### src/rtl/seg_scan_ctrl.sv
// seg_scan_ctrl: time-multiplexed scan controller for an N-digit common-anode
// 7-segment display that shares one BCD-to-7seg decoder across all digits.
// Digits are double-buffered: host loads land in a shadow register and are
// committed to the displayed word only at a frame boundary, so a frame never
// shows a mix of old and new digits. Each digit is preceded by a blanking gap
// so the previous digit's segments do not ghost onto the next anode.
// Optional feature macro: LEADING_ZERO_BLANK_EN (blank leading zero digits).
module seg_scan_ctrl #(
  parameter int NUM_DIGITS = 4,
  parameter int DWELL      = 1000,
  parameter int BLANK_CYC  = 16,
  localparam int IDXW      = (NUM_DIGITS > 1) ? $clog2(NUM_DIGITS) : 1,
  localparam int MAXC      = (DWELL > BLANK_CYC) ? DWELL : BLANK_CYC,
  localparam int CNTW      = (MAXC > 1) ? $clog2(MAXC) : 1,
  localparam int DW        = 4 * NUM_DIGITS
) (
  input  logic                  clk,
  input  logic                  rst_n,
  input  logic                  load,
  input  logic [DW-1:0]         digits_in,
  output logic                  pending,
  output logic                  frame_tick,
  output logic [3:0]            bcd_out,
  output logic [NUM_DIGITS-1:0] an,
  output logic [IDXW-1:0]       digit_idx
);

  typedef enum logic {BLANK, SHOW} state_t;

  state_t                state, stateNext;
  logic [CNTW-1:0]       cnt, cntNext;
  logic [IDXW-1:0]       idxNext;
  logic                  boundary;
  logic [DW-1:0]         active, activeNext;
  logic [DW-1:0]         shadow, shadowNext;
  logic                  pendingNext;
  logic [NUM_DIGITS-1:0] anNext;
  logic [3:0]            bcdNext;
  logic [3:0]            selDigit;
  logic                  hideDigit;

`ifdef LEADING_ZERO_BLANK_EN
  // True when digit idx and every more significant digit of act are zero.
  function automatic logic upperZero(input logic [DW-1:0] act, input logic [IDXW-1:0] idx);
    logic z;
    z = 1'b1;
    for (int i = 0; i < NUM_DIGITS; i++) begin
      if ((IDXW'(i) >= idx) && (act[4*i +: 4] != 4'h0)) z = 1'b0;
    end
    return z;
  endfunction
`endif

  // Scan sequencing: counter runs to the terminal value of the current phase,
  // then flips phase; leaving SHOW of the last digit marks the frame boundary.
  always_comb begin
    stateNext = state;
    cntNext   = cnt + CNTW'(1);
    idxNext   = digit_idx;
    boundary  = 1'b0;
    case (state)
      BLANK: begin
        if (cnt == CNTW'(BLANK_CYC - 1)) begin
          stateNext = SHOW;
          cntNext   = '0;
        end
      end
      SHOW: begin
        if (cnt == CNTW'(DWELL - 1)) begin
          stateNext = BLANK;
          cntNext   = '0;
          if (digit_idx == IDXW'(NUM_DIGITS - 1)) begin
            idxNext  = '0;
            boundary = 1'b1;
          end else begin
            idxNext = digit_idx + IDXW'(1);
          end
        end
      end
      default: begin
        stateNext = BLANK;
        cntNext   = '0;
      end
    endcase
  end

  // Double buffer: the boundary commits the old shadow first, so a load on the
  // same edge stays pending for the following frame.
  always_comb begin
    activeNext  = active;
    shadowNext  = shadow;
    pendingNext = pending;
    if (boundary && pending) begin
      activeNext  = shadow;
      pendingNext = 1'b0;
    end
    if (load) begin
      shadowNext  = digits_in;
      pendingNext = 1'b1;
    end
  end

  // Output decode from the next-state values so an/bcd_out register on the
  // same edge as the phase change, with no extra cycle of latency.
  always_comb begin
    selDigit  = activeNext[{idxNext, 2'b00} +: 4];
    hideDigit = 1'b0;
`ifdef LEADING_ZERO_BLANK_EN
    hideDigit = (idxNext != '0) && upperZero(activeNext, idxNext);
`endif
    anNext  = '1;
    bcdNext = 4'hF;
    if (stateNext == SHOW && !hideDigit) begin
      bcdNext = selDigit;
      for (int i = 0; i < NUM_DIGITS; i++) begin
        if (idxNext == IDXW'(i)) anNext[i] = 1'b0;
      end
    end
  end

  // State, buffers and registered outputs; reset aborts any scan in progress
  // and takes priority over a coincident load.
  always_ff @(posedge clk) begin
    if (!rst_n) begin
      state      <= BLANK;
      cnt        <= '0;
      digit_idx  <= '0;
      active     <= '0;
      shadow     <= '0;
      pending    <= 1'b0;
      frame_tick <= 1'b0;
      an         <= '1;
      bcd_out    <= 4'hF;
    end else begin
      state      <= stateNext;
      cnt        <= cntNext;
      digit_idx  <= idxNext;
      active     <= activeNext;
      shadow     <= shadowNext;
      pending    <= pendingNext;
      frame_tick <= boundary;
      an         <= anNext;
      bcd_out    <= bcdNext;
    end
  end

endmodule

### config.mk
export PLATFORM = sky130hd
export DESIGN_NAME = seg_scan_ctrl
export DESIGN_NICKNAME = d
export VERILOG_FILES = /design/src/rtl/seg_scan_ctrl.sv
export SDC_FILE = /design/constraint.sdc
export NUM_CORES = 1
export LEC_CHECK = 0
export BUFFER_PORTS_ARGS = -buffer_cell sky130_fd_sc_hd__buf_2
export CAP_MARGIN = 0
export CORE_MARGIN = 8
export CORE_UTILIZATION = 25
export CTS_CLUSTER_SIZE = 8
export DETAILED_ROUTE_END_ITERATION = 6
export PLACE_DENSITY = 0.38
export SLEW_MARGIN = 30
export SYNTH_ARGS = -nofsm -noshare
export SYNTH_HDL_FRONTEND = slang
export SYNTH_SLANG_ARGS = --single-unit
export TNS_END_PERCENT = 10
### constraint.sdc
create_clock -name clk -period 2.6 [get_ports clk]
set_input_delay 0.39 -clock clk [delete_from_list [all_inputs] [get_ports clk]]
set_output_delay 0.39 -clock clk [all_outputs]
set_load 0.005 [all_outputs]
==> results of run 1 <==
## power by group
group,total [mW],internal [mW],switching [mW]
sequential,0.874,0.862,0.0129
combinational,0.0704,0.0383,0.0321
clock,0.548,0.283,0.265
## layer usage
| layer | vias up | GRT usage [%] | part of all wire, % |
|---|---|---|---|
| li1 | 891 | - | - |
| met1 | 775 | 12.4 | 52 |
| met2 | 29 | 13.2 | 43 |
| met3 | 4 | 2.27 | 3.6 |
| met4 | 0 | 2.66 | 0.95 |
| met5 | - | 0 | 0 |
## layout make-up
type	count	area (sq um)
Sequential cell	55	1100
Fill cell	997	6420
Timing Repair Buffer	41	233
Inverter	4	15.0
Tap cell	129	161
Clock inverter	1	30.0
Clock buffer	6	72.6
Multi-Input combinational cell	164	1200
## cell usage after synthesis (all sizes together) (4+ instances only)
master / count / area share [%]
clkbuf: 9 / 1.5
a211oi: 8 / 2.5
nor2: 15 / 2.4
mux2i: 33 / 14
buf: 4 / 1.2
nor2b: 37 / 9.8
dfxtp: 55 / 46
xnor2: 5 / 1.8
nand3: 7 / 1.5
nor4: 7 / 2.1
and3: 7 / 1.8
inv: 4 / 0.63
and2: 5 / 1.3
nand2: 8 / 1.3
## worst min-delay path by stage
| stage | start | end | slack, ns |
|---|---|---|---|
| 6_report | digits_in[15] | shadow[15] | 0.34 |
| 5_1_grt | digits_in[11] | shadow[11] | 0.34 |
| 4_1_cts | digits_in[15] | shadow[15] | 0.33 |
| 3_5_place_dp | cnt[0] | cnt[0] | 0.44 |
| 3_3_place_gp | cnt[0] | cnt[0] | 0.42 |
| 2_1_floorplan | cnt[0] | cnt[0] | 0.41 |
## worst register-to-register path: cells and delay by family (launching register included)
kind	cells	cell delay, ns
AND/OR/NAND/NOR	3	1.47
flip-flops	1	0.43
multiplexers	1	0.31
AO/OA/AOI/OAI	1	0.12
## through the flow
step | power (mW) | cells | hold WS (ns) | util, %
floorplan | 0.938 | 236 | 0.413 | -
global placement | 0.966 | 393 | 0.425 | 29.3
detailed placement | 0.967 | 393 | 0.436 | 29.3
CTS | 1.52 | 400 | 0.326 | 30.5
global route | 1.56 | 400 | 0.340 | 30.5
finish | 1.49 | 400 | 0.338 | 30.5
## placed cells by master (no fill, tap or decap), types with 5 or more instances in the layout
master / count
sky130_fd_sc_hd__and3_1: 7
sky130_fd_sc_hd__mux2i_1: 32
sky130_fd_sc_hd__buf_4: 11
sky130_fd_sc_hd__nor2_1: 15
sky130_fd_sc_hd__buf_2: 30
sky130_fd_sc_hd__xnor2_1: 5
sky130_fd_sc_hd__dfxtp_1: 55
sky130_fd_sc_hd__and2_1: 5
sky130_fd_sc_hd__nor4_1: 6
sky130_fd_sc_hd__nand3_1: 7
sky130_fd_sc_hd__a211oi_1: 8
sky130_fd_sc_hd__nor2b_1: 37
sky130_fd_sc_hd__nand2_1: 8
sky130_fd_sc_hd__clkbuf_8: 5
## sequential cells by signal, summed over array words and instances (netlist names)
register and cells:
frame_tick 1, active 16, pending 1, shadow 16, state 1, bcd_out 4
an 4, cnt 10, digit_idx 2
## kinds of logic after synthesis
family | count (synthesis) | synth area share, %
buf+inv | 17 | 3.27
flops | 55 | 46.4
compound gates | 21 | 7.23
mux | 33 | 14.5
simple gates | 100 | 24.6
fa+ha+maj | 2 | 1.06
xor+xnor | 8 | 2.96
==> run_results.csv, run 1 <==
group,metric,value,unit
worst_setup_path,cp-start-kind,"flip-flop",
worst_setup_path,r2r_slack,0.16,ns
worst_setup_path,start_point_of_the_critical_path,"cnt[5]",
synthesis,postSynth.asyncResetShare,0,%
outcome,outcome,"finished clean",
worst_setup_path,ff_to_ff_end,"bcd_out[1]",
timing,final.period_utilization,94.0,%
worst_setup_path,cpLargestDelayFamily,"simple AND/OR/NAND/NOR gates",
drt,antenna_left,0,
worst_setup_path,crit_required,2.78,ns
finish,nets,292,
hold_path,timing.hold.worst.class,"in2reg",
clocking,worst_setup_hold_path_clk_slew,0.09,ns
timing,max_clock_freq,0.409,GHz
drt,drt_drc_violations_left,0,
clocking,cts_setup_buffers,0,
drt,drt_first_iter_violations,62,
synthesis,synth_seq_cells,55,
finish,post-route-cell-area,0.00282,sq mm
clocking,post_cts_resize_count,0,
clocking,clock-sinks,55,
worst_setup_path,cp_max_fo,6,
clocking,cts_tree,"yes",
floorplanning,fp-row-count,35,
timing,fin_skew,0.00556,ns
clocking,clk-insertion-delay-late,0.30,ns
place,numPortBuffers,30,
power,total_leakage_power,1.12,nW
drt,first_pass_iters,4,
drt,finalWirelength,5.50,mm
synthesis,count_of_flip_flops_with_a_built_in_enable_after_synthesis,0,
finish,antennaDiodeCount,0,
timing,rsz0062_at_grt,"false",
grt,grt_first_pass_wirelength,9.18,mm
worst_setup_path,worst_path_max_delay_cell,"sky130_fd_sc_hd__or3_1",
worst_setup_path,critPathMaxStageDelay,0.52,ns
place,dp_hpwl,4.04,mm
synthesis,synth_fp_nets,257,
synthesis,seq_total_area_yosys,46.4,%
drt,drt-vias-per-instance,4.25,
worst_setup_path,number_of_cells_on_the_worst_reg_to_reg_path,5,
timing,timing.max_slew.rel_slack,59.7,%
flow_run,max_cap_violations,0,
synthesis,synth_flop_type,"sky130_fd_sc_hd__dfxtp_1",
timing,setup_tns,0,ns
power,pwr_density_cell,530,mW/mm^2
grt,grt_overflow,0,
floorplanning,floorplan.die_area,0.0129,sq mm
timing,finalWorstPathRequiredPeriod,2.44,ns
place,pre_cts_ws,0.121,ns
timing,worst_slack,0.156,ns
clocking,cts.path.max_buffers,2,
drt,wire_per_inst,13.7,microns
floorplanning,top_level_ports,31,
worst_setup_path,setup.worst_path.class,"reg2reg",
floorplanning,initial_utilization,25.7,%
synthesis,cell_variety_after_synth,40,
floorplanning,core,0.00924,sq mm
timing,final-hold-violation-count,0,
timing,worst_tran_pin_value,0.600,ns
synthesis,gate_count_after_technology_mapping,236,
timing,setup_viol_count_final,0,
timing,final_max_slew_viol_count,0,
synthesis,syn-cell-area,0.00237,sq mm
clocking,clock_tree.root_cell,"sky130_fd_sc_hd__clkbuf_8",
place,postPlaceCellArea,0.00271,sq mm
worst_setup_path,crit_chain,"or3b_4 > or3_1 > mux2i_4 > o32ai_1 > or4b_1",
clocking,num_cts_buffers,5,
floorplanning,die_w,113,microns
worst_setup_path,worst-path-buf-inv,0,
clocking,htree_num_levels,2,
floorplanning,floorplan.die.height,113,microns
hold_path,hold_path_depth,3,
grt,antenna_found_initial,0,
worst_setup_path,worstSetupEndpoint,"bcd_out[1]",
worst_setup_path,timing.critical_path.depth,5,
finish,layout-drive-gt1-share,19.9,%
worst_setup_path,critical_path_arrival,2.62,ns
grt,grtUsageTotal,8.93,%
worst_setup_path,critical_path.endpoint_type,"flip-flop",
finish,flow.area_growth_from_synthesis,18.8,%
worst_setup_path,critical_path.reg2reg.startpoint,"cnt[5]",
grt,pin_count_of_the_biggest_net_entering_global_routing,40,
synthesis,total_number_of_yosys_warnings,0,
synthesis,syn_area_per_cell,10.0,sq um
clocking,cts_hold_buf,0,
grt,grt_pass1_vias,1685,
drt,vias,1699,
power,worst_supply_voltage_drop_on_vdd,197,uV
place,routabilityCongestion,0.740,
Power figures use the tool's default switching activity.
==> run 2: changes to the inputs <==
--- a/config.mk
+++ b/config.mk
@@ -8,10 +8,11 @@
 export BUFFER_PORTS_ARGS = -buffer_cell sky130_fd_sc_hd__buf_2
 export CAP_MARGIN = 0
 export CORE_MARGIN = 8
-export CORE_UTILIZATION = 25
+export CORE_UTILIZATION = 43
 export CTS_CLUSTER_SIZE = 8
 export DETAILED_ROUTE_END_ITERATION = 6
-export PLACE_DENSITY = 0.38
+export PLACE_DENSITY = 0.61
+export SKIP_CTS_REPAIR_TIMING = 1
 export SLEW_MARGIN = 30
 export SYNTH_ARGS = -nofsm -noshare
 export SYNTH_HDL_FRONTEND = slang
==> run 2 against run 1 <==
  * Cell area decreased by 2.0%
  * Wire length down 13%
  * Total power up 7.6%
  * Fmax fell by 1.5%
  * Register-to-register slack worse by 0.04 ns
  * Worst hold slack lost 0.0051 ns
  * Via count is 1.4% higher
  * Critical path depth did not move
  * Clock skew grew 0.0018 ns
  * Clock power increased by 21%
  * Non-clock buffer count down 2
==> run_results.csv, run 2 (synthesis gave the netlist of run 1 again) <==
group,metric,value,unit
place,dp_hpwl,3.46,mm
power,worst_supply_voltage_drop_on_vdd,319,uV
worst_setup_path,ff_to_ff_end,"bcd_out[1]",
clocking,cts.path.max_buffers,2,
finish,commonest_cells_after_routing_fill_and_taps_aside,"55 x sky130_fd_sc_hd__dfxtp_1, 37 x sky130_fd_sc_hd__nor2b_1, 32 x sky130_fd_sc_hd__mux2i_1",
timing,setup_viol_count_final,0,
timing,setup_tns,0,ns
finish,final_common_cell,"sky130_fd_sc_hd__dfxtp_1",
place,postPlaceCellArea,0.00263,sq mm
outcome,outcome,"finished clean",
worst_setup_path,cp-start-kind,"flip-flop",
timing,final.period_utilization,95.4,%
timing,timing.max_slew.rel_slack,66.7,%
worst_setup_path,critical_path_arrival,2.67,ns
floorplanning,floorplan.die.height,90.3,microns
finish,layout-drive-gt1-share,19.6,%
grt,grt_overflow,0,
clocking,clock_tree.root_cell,"sky130_fd_sc_hd__clkbuf_8",
hold_path,timing.hold.worst.class,"in2reg",
worst_setup_path,worst-path-buf-inv,0,
clocking,htree_num_levels,2,
worst_setup_path,crit_required,2.79,ns
hold_path,hold-path-endpoint,"shadow[10]",
place,pre_cts_ws,0.140,ns
place,numPortBuffers,30,
drt,vias,1723,
timing,finalWorstPathRequiredPeriod,2.48,ns
worst_setup_path,r2r_slack,0.12,ns
drt,drt_first_iter_violations,93,
timing,max_clock_freq,0.403,GHz
worst_setup_path,critPathMaxStageDelay,0.56,ns
floorplanning,initial_utilization,43.9,%
finish,reg_top3,"active x16, shadow x16, cnt x10",
power,post-layout-total-power,1.61,mW
hold_path,hold_start,"digits_in[10]",
worst_setup_path,cpLargestDelayFamily,"simple AND/OR/NAND/NOR gates",
flow_run,max_cap_violations,0,
floorplanning,top_level_ports,31,
timing,fin_skew,0.00740,ns
finish,nets,290,
timing,worst_slack,0.120,ns
power,pwr_density_cell,581,mW/mm^2
clocking,clk-insertion-delay-late,0.31,ns
clocking,worst_setup_hold_path_clk_slew,0.10,ns
worst_setup_path,setup.worst_path.class,"reg2reg",
worst_setup_path,number_of_cells_on_the_worst_reg_to_reg_path,5,
worst_setup_path,crit_chain,"or3b_1 > or3_1 > a31oi_4 > nor2_1 > or4b_1",
grt,grt_first_pass_wirelength,8.16,mm
timing,fin_hold_ws,0.333,ns
grt,antenna_found_initial,0,
power,total_leakage_power,1.12,nW
finish,layoutNonFillerInstCount,342,
floorplanning,die_w,90.3,microns
grt,grt_pass1_vias,1705,
hold_path,hold_path_depth,3,
drt,drt-vias-per-instance,5.04,
finish,post-route-cell-area,0.00276,sq mm
place,routabilityCongestion,0.816,
clocking,num_cts_buffers,5,
timing,rsz0062_at_grt,"false",
drt,wire_per_inst,14.0,microns
drt,antenna_left,0,
worst_setup_path,cp_max_fo,7,
clocking,clock-sinks,55,
grt,pin_count_of_the_biggest_net_entering_global_routing,40,
drt,finalWirelength,4.79,mm
finish,flow.area_growth_from_synthesis,16.5,%
worst_setup_path,critical_path.endpoint_type,"flip-flop",
floorplanning,core,0.00541,sq mm
timing,final_max_slew_viol_count,0,
clocking,cts_tree,"yes",
grt,grtUsageTotal,12.0,%
finish,finalCoreUtilization,51.1,%
floorplanning,floorplan.die_area,0.00815,sq mm
worst_setup_path,critical_path.reg2reg.startpoint,"cnt[5]",
finish,antennaDiodeCount,0,
timing,final-hold-violation-count,0,
place,dp.cells,334,
drt,first_pass_iters,4,
timing,worst_tran_pin_value,0.499,ns
floorplanning,fp-row-count,27,
worst_setup_path,worst_path_max_delay_cell,"sky130_fd_sc_hd__or3_1",
drt,drt_drc_violations_left,0,
==> run 2: worst max-delay path by stage <==
stage	start	to	slack, ns	cells after the start
after global routing	cnt[5]	bcd_out[0]	0.02	6
final	cnt[5]	bcd_out[1]	0.12	5
after detailed placement	cnt[5]	bcd_out[2]	0.14	5
after global placement	cnt[5]	bcd_out[3]	0.17	5
after floorplan	cnt[5]	bcd_out[1]	0.14	7
after CTS	cnt[5]	bcd_out[2]	0.12	5
==> run 2: where the power goes <==
group	total [mW]	internal [mW]	switching (mW)
registers	0.875	0.862	0.0130
logic	0.0686	0.0382	0.0304
clock network	0.662	0.384	0.279
total	1.61	1.28	0.322
==> run 2: metal layers <==
| layer | up-vias | global-route usage [%] | share of wire [%] |
|---|---|---|---|
| met3 | 6 | 3.33 | 4.6 |
| met5 | - | 0 | 0 |
| met2 | 31 | 19.3 | 46 |
| li1 | 886 | - | - |
| met4 | 0 | 4.16 | 1.3 |
| met1 | 800 | 14.9 | 49 |
==> run 2: layout make-up <==
| type | count | area, sq um |
|---|---|---|
| fill | 523 | 2640 |
| multi-input combinational | 164 | 1200 |
| sequential | 55 | 1100 |
| timing repair buffer | 39 | 218 |
| tap | 72 | 90.1 |
| clock buffer | 5 | 68.8 |
| clock inverter | 3 | 67.6 |
| inverter | 4 | 15.0 |
==> run 2: tightest hold or removal path: stages <==
cell	delay (ns)
sky130_fd_sc_hd__buf_2	0.07
sky130_fd_sc_hd__mux2i_1	0.05
sky130_fd_sc_hd__nor2b_1	0.09
==> run 3: changes to the inputs <==
--- a/config.mk
+++ b/config.mk
@@ -7,12 +7,10 @@
 export LEC_CHECK = 0
 export BUFFER_PORTS_ARGS = -buffer_cell sky130_fd_sc_hd__buf_2
 export CAP_MARGIN = 0
-export CORE_MARGIN = 8
 export CORE_UTILIZATION = 43
 export CTS_CLUSTER_SIZE = 8
 export DETAILED_ROUTE_END_ITERATION = 6
 export PLACE_DENSITY = 0.61
-export SKIP_CTS_REPAIR_TIMING = 1
 export SLEW_MARGIN = 30
 export SYNTH_ARGS = -nofsm -noshare
 export SYNTH_HDL_FRONTEND = slang
==> run 3 against run 2 <==
  * Die area decreased by 29%
  * Clock power fell by 24%
  * Register-to-register slack improved by 0.09 ns
  * Clock skew down 0.0034 ns
  * Core utilization increased by 1.2 points
  * Non-clock buffer count is 1 lower
  * Count of clock-buffer cells in the layout increased by 3
  * Wire length decreased by 5.5%
  * Largest power group unchanged
==> run_results.csv, run 3 (synthesis gave the netlist of run 1 again) <==
group,metric,value,unit
hold_path,hold-path-endpoint,"shadow[1]",
floorplanning,fp-row-count,26,
power,power_frac_clock,34.7,%
flow_run,max_cap_violations,0,
finish,nFillCells,522,
worst_setup_path,critPathMaxStageDelay,0.51,ns
power,total_leakage_power,1.11,nW
worst_setup_path,r2r_slack,0.21,ns
floorplanning,floorplan.die.height,76.3,microns
timing,worst_slack,0.205,ns
worst_setup_path,crit_chain,"or3b_4 > nor4_4 > buf_4 > mux2i_1 > nor2_1 > or4b_1",
finish,flow.area_growth_from_synthesis,14.8,%
drt,drt_first_iter_violations,104,
grt,grt_overflow,0,
power,worst_supply_voltage_drop_on_vdd,271,uV
clocking,cts_tree,"yes",
floorplanning,die_w,76.3,microns
power,pwr_density_cell,531,mW/mm^2
drt,drt_drc_violations_left,0,
clocking,num_cts_buffers,5,
grt,grt_use_met3,3.59,%
grt,global_routing_s_busiest_layer,"met2",
place,pre_cts_ws,0.147,ns
timing,max_clock_freq,0.418,GHz
hold_path,timing.hold.worst.class,"in2reg",
outcome,outcome,"finished clean",
worst_setup_path,worst_path_max_delay_cell,"sky130_fd_sc_hd__or4b_1",
finish,reg_top3,"active x16, shadow x16, cnt x10",
finish,final_common_cell,"sky130_fd_sc_hd__dfxtp_1",
place,dp_hpwl,3.28,mm
finish,nets,289,
timing,fin_skew,0.00399,ns
floorplanning,floorplan.die_area,0.00581,sq mm
clocking,clock-sinks,55,
clocking,htree_num_levels,2,
worst_setup_path,cp_max_fo,8,
grt,globalRouteMet2Util,27.5,%
clocking,clock_tree.root_cell,"sky130_fd_sc_hd__clkbuf_8",
finish,commonest_cells_after_routing_fill_and_taps_aside,"55 x sky130_fd_sc_hd__dfxtp_1, 37 x sky130_fd_sc_hd__nor2b_1, 32 x sky130_fd_sc_hd__mux2i_1",
grt,antenna_found_initial,0,
worst_setup_path,critical_path.endpoint_type,"flip-flop",
timing,setup_tns,0,ns
worst_setup_path,ff_to_ff_end,"bcd_out[0]",
worst_setup_path,critical_path_arrival,2.58,ns
clocking,cts.path.max_buffers,2,
clocking,cts_setup_buffers,0,
worst_setup_path,setup.worst_path.class,"reg2reg",
clocking,worst_setup_hold_path_clk_slew,0.09,ns
power,power.switching_fraction,20.9,%
drt,vias,1688,
clocking,cts_hold_buf,0,
power,post-layout-total-power,1.44,mW
worst_setup_path,worst-path-buf-inv,1,
finish,antennaDiodeCount,0,
finish,layout-drive-gt1-share,19.7,%
hold_path,hold_start,"digits_in[1]",
power,intPower,1.14,mW
clocking,post_cts_resize_count,0,
timing,final.period_utilization,92.1,%
floorplanning,top_level_ports,31,
timing,setup_viol_count_final,0,
timing,fin_hold_ws,0.337,ns
grt,pin_count_of_the_biggest_net_entering_global_routing,40,
drt,antenna_left,0,
timing,final_max_slew_viol_count,0,
worst_setup_path,cpLargestDelayFamily,"simple AND/OR/NAND/NOR gates",
timing,final-hold-violation-count,0,
worst_setup_path,number_of_cells_on_the_worst_reg_to_reg_path,6,
worst_setup_path,cp-start-kind,"flip-flop",
place,routabilityCongestion,0.778,
hold_path,hold_path_depth,3,
grt,grt_pass1_vias,1636,
grt,grtUsageTotal,17.0,%
timing,finalWorstPathRequiredPeriod,2.39,ns
power,power.switching,0.302,mW
floorplanning,initial_utilization,45.6,%
worst_setup_path,critical_path.reg2reg.startpoint,"cnt[5]",
drt,wire_per_inst,13.4,microns
place,numPortBuffers,30,
drt,finalWirelength,4.53,mm
grt,grt_first_pass_wirelength,7.94,mm
power,seqPwrFrac,60.5,%
timing,worst_tran_pin_value,0.532,ns
timing,timing.max_slew.rel_slack,64.4,%
drt,drt-vias-per-instance,4.98,
timing,rsz0062_at_grt,"false",
power,combinationalPowerShare,4.8,%
grt,grtUsageMet1,22.3,%
floorplanning,core,0.00520,sq mm
worst_setup_path,crit_required,2.79,ns
clocking,clk-insertion-delay-late,0.30,ns
drt,first_pass_iters,4,
==> run 3: worst reg2reg max path: stages, from the launching register on <==
cell and delay (ns):
sky130_fd_sc_hd__dfxtp_1 0.43, sky130_fd_sc_hd__or3b_4 0.45, sky130_fd_sc_hd__nor4_4 0.30, sky130_fd_sc_hd__buf_4 0.24, sky130_fd_sc_hd__mux2i_1 0.29, sky130_fd_sc_hd__nor2_1 0.06, sky130_fd_sc_hd__or4b_1 0.51
==> run 3: stage by stage <==
stage | util, % | std cells | cell area, sq um
after floorplan | - | 236 | 2380
after global placement | 50.2 | 331 | 2620
after detailed placement | 50.2 | 331 | 2620
after CTS | 52.2 | 339 | 2720
after global routing | 52.3 | 339 | 2720
final | 52.3 | 339 | 2720
==> run 3: cell type report <==
cell class	instances	area, sq um	share of cell area [%]
tap	70	87.6	3.22
timing repair buffer	38	210	7.72
multi-input combinational	164	1210	44.4
inverter	4	15.0	0.551
clock buffer	8	100	3.68
sequential	55	1100	40.4
==> run 3: how the worst max path moves through the flow <==
stage | depth (start not counted) | end | from | slack (ns)
after floorplan | 7 | bcd_out[1] | cnt[5] | 0.14
after global placement | 5 | bcd_out[0] | cnt[5] | 0.20
after detailed placement | 5 | bcd_out[3] | cnt[5] | 0.15
after CTS | 5 | bcd_out[3] | cnt[5] | 0.12
after global routing | 6 | bcd_out[3] | cnt[5] | 0.07
final | 6 | bcd_out[0] | cnt[5] | 0.21
==> run 3: per-layer routing <==
metal | up-vias | part of all wire, %
met5 | - | 0
met1 | 773 | 51
li1 | 880 | -
met4 | 0 | 1.5
met2 | 28 | 45
met3 | 7 | 2.8
==> run 3: power by group through the flow <==
stage | combinational [mW] | clock [mW] | sequential, mW
detailed placement | 0.0703 | 0 | 0.895
finish | 0.0691 | 0.501 | 0.875
CTS | 0.0706 | 0.523 | 0.875
global route | 0.0770 | 0.556 | 0.878
floorplan | 0.0481 | 0 | 0.890
global placement | 0.0691 | 0 | 0.895
